## config.mk

```make
export PLATFORM = sky130hd
export DESIGN_NAME = cs_to_binary_converter
export DESIGN_NICKNAME = d
export VERILOG_FILES = /design/src/rtl/cs_to_binary_converter.sv
export SDC_FILE = /design/constraint.sdc
export NUM_CORES = 1
export LEC_CHECK = 0
export ABC_AREA = 1
export CORE_MARGIN = 2
export CORE_UTILIZATION = 45
export CTS_BUF_LIST = sky130_fd_sc_hd__clkbuf_16
export DETAILED_ROUTE_END_ITERATION = 10
export GPL_TIMING_DRIVEN = 0
export PLACE_DENSITY = 0.74
export SLEW_MARGIN = 20
export SYNTH_ARGS = -nofsm -noshare
export SYNTH_HDL_FRONTEND = slang
export SYNTH_SLANG_ARGS = --single-unit
export TNS_END_PERCENT = 100
```

## constraint.sdc

```tcl
create_clock -name clk_i -period 2.8 [get_ports clk_i]
set_input_delay 0.56 -clock clk_i [delete_from_list [all_inputs] [get_ports clk_i]]
set_output_delay 0.56 -clock clk_i [all_outputs]
set_load 0.005 [all_outputs]
```

## src/rtl/cs_to_binary_converter.sv

```systemverilog
// -----------------------------------------------------------------------------
// cs_to_binary_converter
//
// Resolves a redundant (carry-save) operand pair into a binary result with a
// chunk-serial ripple adder. One CHUNK-bit slice is added per clock, so a
// WIDTH-bit conversion takes NCHUNK = WIDTH/CHUNK ADD cycles.
//
// Parameters
//   WIDTH    operand/result width in bits (must be a multiple of CHUNK)
//   CHUNK    bits resolved per clock cycle
//
// Ports
//   clk_i      clock, rising edge
//   rst_ni     synchronous active-low reset
//   valid_i    operand pair on sum_i/carry_i is valid
//   ready_o    block can accept an operand pair (high only in IDLE)
//   sum_i      sum vector
//   carry_i    carry vector, already weight-aligned to sum_i
//   valid_o    result_o/cout_o valid (high only in DONE)
//   ready_i    downstream accepts the result
//   result_o   (sum_i + carry_i) mod 2^WIDTH, zero outside DONE
//   cout_o     bit WIDTH of sum_i + carry_i, zero outside DONE
//
// Handshakes: a transfer happens on a rising edge where valid and ready are
// both high. The producer keeps its data stable while valid is high and ready
// is low; valid never depends on ready on the same side.
//
// Optional feature macro: CS_CONV_ZERO_BYPASS_EN
//   When defined, a pair with carry_i == 0 skips the ADD sequence and its
//   result (sum_i, cout 0) is presented in the cycle after acceptance.
// -----------------------------------------------------------------------------
module cs_to_binary_converter #(
   parameter int WIDTH = 32,
   parameter int CHUNK = 8
) (
   input  logic             clk_i,
   input  logic             rst_ni,
   input  logic             valid_i,
   output logic             ready_o,
   input  logic [WIDTH-1:0] sum_i,
   input  logic [WIDTH-1:0] carry_i,
   output logic             valid_o,
   input  logic             ready_i,
   output logic [WIDTH-1:0] result_o,
   output logic             cout_o
);

   localparam int NCHUNK = WIDTH / CHUNK;
   localparam int CNT_W  = (NCHUNK > 1) ? $clog2(NCHUNK) : 1;
   localparam logic [CNT_W-1:0] LAST_CHUNK = CNT_W'(NCHUNK - 1);

   typedef enum logic [1:0] {
      IDLE = 2'd0,
      ADD  = 2'd1,
      DONE = 2'd2
   } state_t;

   state_t           state_q, state_d;
   logic [WIDTH-1:0] sum_q, sum_d;
   logic [WIDTH-1:0] carry_q, carry_d;
   logic [WIDTH-1:0] res_q, res_d;
   logic             cy_q, cy_d;
   logic [CNT_W-1:0] cnt_q, cnt_d;
   logic [CHUNK:0]   chunk_add;

   // The captured operands are consumed from the bottom: each ADD cycle adds
   // their low chunk and shifts them down by CHUNK. The result register is
   // filled from the top, so after NCHUNK cycles chunk k sits at bits
   // k*CHUNK +: CHUNK without any variable indexing.
   assign chunk_add = {1'b0, sum_q[CHUNK-1:0]}
                    + {1'b0, carry_q[CHUNK-1:0]}
                    + {{CHUNK{1'b0}}, cy_q};

   always_comb begin
      state_d = state_q;
      sum_d   = sum_q;
      carry_d = carry_q;
      res_d   = res_q;
      cy_d    = cy_q;
      cnt_d   = cnt_q;

      case (state_q)
         IDLE: begin
            if (valid_i) begin
               sum_d   = sum_i;
               carry_d = carry_i;
               res_d   = '0;
               cy_d    = 1'b0;
               cnt_d   = '0;
               state_d = ADD;
`ifdef CS_CONV_ZERO_BYPASS_EN
               // Nothing to propagate: the sum vector already is the result.
               if (carry_i == '0) begin
                  res_d   = sum_i;
                  cy_d    = 1'b0;
                  state_d = DONE;
               end
`endif
            end
         end

         ADD: begin
            sum_d   = sum_q >> CHUNK;
            carry_d = carry_q >> CHUNK;
            res_d   = (res_q >> CHUNK)
                    | (WIDTH'(chunk_add[CHUNK-1:0]) << (WIDTH - CHUNK));
            cy_d    = chunk_add[CHUNK];
            cnt_d   = cnt_q + CNT_W'(1);
            if (cnt_q == LAST_CHUNK) begin
               state_d = DONE;
            end
         end

         DONE: begin
            // Result and carry registers are not touched here, so the
            // outputs stay stable until the downstream handshake.
            if (ready_i) begin
               state_d = IDLE;
            end
         end

         default: begin
            state_d = IDLE;
         end
      endcase
   end

   always_ff @(posedge clk_i) begin
      if (!rst_ni) begin
         state_q <= IDLE;
         sum_q   <= '0;
         carry_q <= '0;
         res_q   <= '0;
         cy_q    <= 1'b0;
         cnt_q   <= '0;
      end else begin
         state_q <= state_d;
         sum_q   <= sum_d;
         carry_q <= carry_d;
         res_q   <= res_d;
         cy_q    <= cy_d;
         cnt_q   <= cnt_d;
      end
   end

   assign ready_o  = (state_q == IDLE);
   assign valid_o  = (state_q == DONE);
   // Partial results built up during ADD must not leak onto the outputs.
   assign result_o = valid_o ? res_q : '0;
   assign cout_o   = valid_o & cy_q;

endmodule

```

==> reports/metrics.csv <==
metric;value;unit
ys_types;23;
total_power;3.409;mW
grt_max_degree;19;
wl_per_cell;14.54;microns
synth-seq-cells;101;
finalNetCount;784;
cp_data_arrival_time;1.91;ns
area_delta_synth_final;33.28;%
pwr-share-clk;0.372;
min_period_over_period;0.8823;
yosysSeqAreaShare;0.4569;
fmax;0.4048;GHz
die_w;103.2;microns
setup_viol;0;
p_int;2.481;mW
r2r-end;res_q[25];
postRouteAntennaNets;0;
synth_top_area_cell;dfxtp_1;
syn-mean-instance-area;7.438;sq um
drcViolationCount;0;
start_util;0.4591;
finalSetupTns;0;ns
hold_buffers;0;
fin_crit;2.471;ns
synthTopCellsByArea;dfxtp_1 46%, a21oi_1 13%, nand2_1 9.2%;
critPathBufInv;2;
die_area;10640;sq um
fp-row-count;36;
grt_pass1_vias;4130;
dpl.cell_count;828;
drt-total-wl;12270;microns
antenna_found_initial;0;
status;finished, final reports clean;
finalClockSkew;0.009087;ns
crit_start;state_q[0];
clkSinkCount;101;
vias;4374;
clockBufferDepth;2;
critPathTopFamily;buffers and inverters;
critPathSlowestCell;clkdlybuf4s50_1;
tritoncts;done;
relSlewSlack;0.6357;
post-dp-hpwl;9233;microns
viasPerCell;5.182;
fill_cells;932;
crit_fanout;10;
min_path_type;reg2reg;
postCtsSetupRepairBufs;0;
antenna_cells;0;
ys_warn_count;0;
insertion_delay;0.34;ns
stdcell_count;844;
dr.pass1.iters;4;
synth_cells;595;
reg2reg_slack;1.01;ns
globalplace.congestion;0.9108;
grt_pass1_wl;19550;microns
overflow;0;
maxCapViolCount;0;
comb_power_share;0.159;
ir_worst_vdd;461.5;uV
rr_worst_depth;5;
clk_pin_slew;0.07;ns
drive_gt1_frac;0.08439;
ctsResizeCount;0;
crit_required;2.24;ns
switching_share;0.2722;
grt_usage;0.2352;
core_area;9639;sq um
worst-path-stages;3;
netlist_area;4425;sq um
critPathMaxStageDelay;0.55;ns
powerDensity;578.0;nW/um^2
seq_power_share;0.469;
rsz0062_at_grt;no;
worst_slew_pin_slew;0.5465;ns
synth.net_count;673;
start_kind;register;
maxSlewViolCount;0;
synth_top_area_share;0.4569;
final_core_util;0.6119;
ios;103;
power_leakage;2.152;nW
die_y;103.2;microns
endpoint;ready_o;
crit_type;reg2out;
p_switching;0.9282;mW
cts_buffers;9;
endpoint_kind;primary output;
cp_cell_sequence;nor2_2 > buf_2 > clkdlybuf4s50_1;
numPortBuffers;100;
cts_root_buffer;clkbuf_16;
drt_iter0_markers;233;
cts_htree_levels;3;
hold_violations;0;
reg2reg_from;sum_q[0];
[per-stage QoR]
step / hold WS [ns] / worst slack (ns) / instance area (sq um)
after global routing: 0.4797 / 0.2079 / 5898
final: 0.4657 / 0.3295 / 5898
after floorplan: 0.4289 / 1.153 / 4425
after detailed placement: 0.4572 / 0.6974 / 5593
after CTS: 0.4660 / 0.3351 / 5898
after global placement: 0.4504 / 0.7109 / 5593
[routing by layer]
layer | share of wire | global-route usage
met5 | 0 | 0
met4 | 0.025 | 0.08502
met3 | 0.062 | 0.03562
met2 | 0.46 | 0.3966
met1 | 0.45 | 0.3072
[layout make-up]
type	instances	area, sq um	area share
flip-flops and latches	101	2022	0.3428
multi-input cells	396	1961	0.3324
repair buffers	100	1001	0.1697
plain buffers	44	239.0	0.04052
clock buffers	9	225.2	0.03818
inverters	54	203.9	0.03458
well taps	133	166.4	0.02821
clock inverters	7	80.08	0.01358
[Yosys cell counts, drive strengths merged]
cell      n
nor2     41
o22ai    44
dfxtp   101
buf      31
nand3    23
a21oi   112
or2       4
inv      53
ha        8
clkbuf   13
clkinv    1
o21ai    48
nand2   112
o21bai    1
fa        2
nand4     1
[cells by family after synthesis]
group / share of synthesized area
compound gates: 0.2457
simple gates: 0.1657
flops: 0.4569
buf+inv: 0.1001
fa+ha+maj: 0.03167
[power groups by stage]
stage                     Sequential (mW)  Clock, mW  Combinational, mW
after global routing                 1.61       1.34              0.601
final                                1.60       1.27              0.542
after floorplan                      1.61          0              0.340
after global placement               1.63          0              0.519
after CTS                            1.60       1.28              0.538
after detailed placement             1.63          0              0.533
[worst register-to-register path: stages, from the launching register on]
cell	delay, ns
dfxtp_1	0.33
fa_1	0.47
inv_1	0.09
fa_1	0.40
or2_2	0.30
a21oi_1	0.12
[placed cells by master (no fill, tap or decap), drive strengths merged, types with 8 or more instances in the layout]
| cell type | instances |
|---|---|
| nand3 | 23 |
| nor2 | 41 |
| nand2 | 112 |
| a21oi | 112 |
| dfxtp | 101 |
| inv | 56 |
| buf | 31 |
| o21ai | 48 |
| ha | 8 |
| o22ai | 44 |
| clkbuf | 22 |
| clkdlybuf4s50 | 100 |
[state kept, by name, summed over array words and instances (netlist names)]
name	cells
res_q	32
carry_q	32
sum_q	32
cnt_q	2
state_q	2
cy_q	1
[worst min path at each step]
stage | start | end | slack [ns] | cells past startpoint
global placement | carry_q[24] | carry_q[24] | 0.45 | 2
floorplan | cnt_q[0] | cnt_q[0] | 0.43 | 1
finish | carry_q[24] | carry_q[24] | 0.47 | 2
detailed placement | carry_q[24] | carry_q[24] | 0.46 | 2
global route | res_q[2] | res_q[2] | 0.48 | 2
CTS | carry_q[24] | carry_q[24] | 0.47 | 2
(Power assumes the default switching activity.)
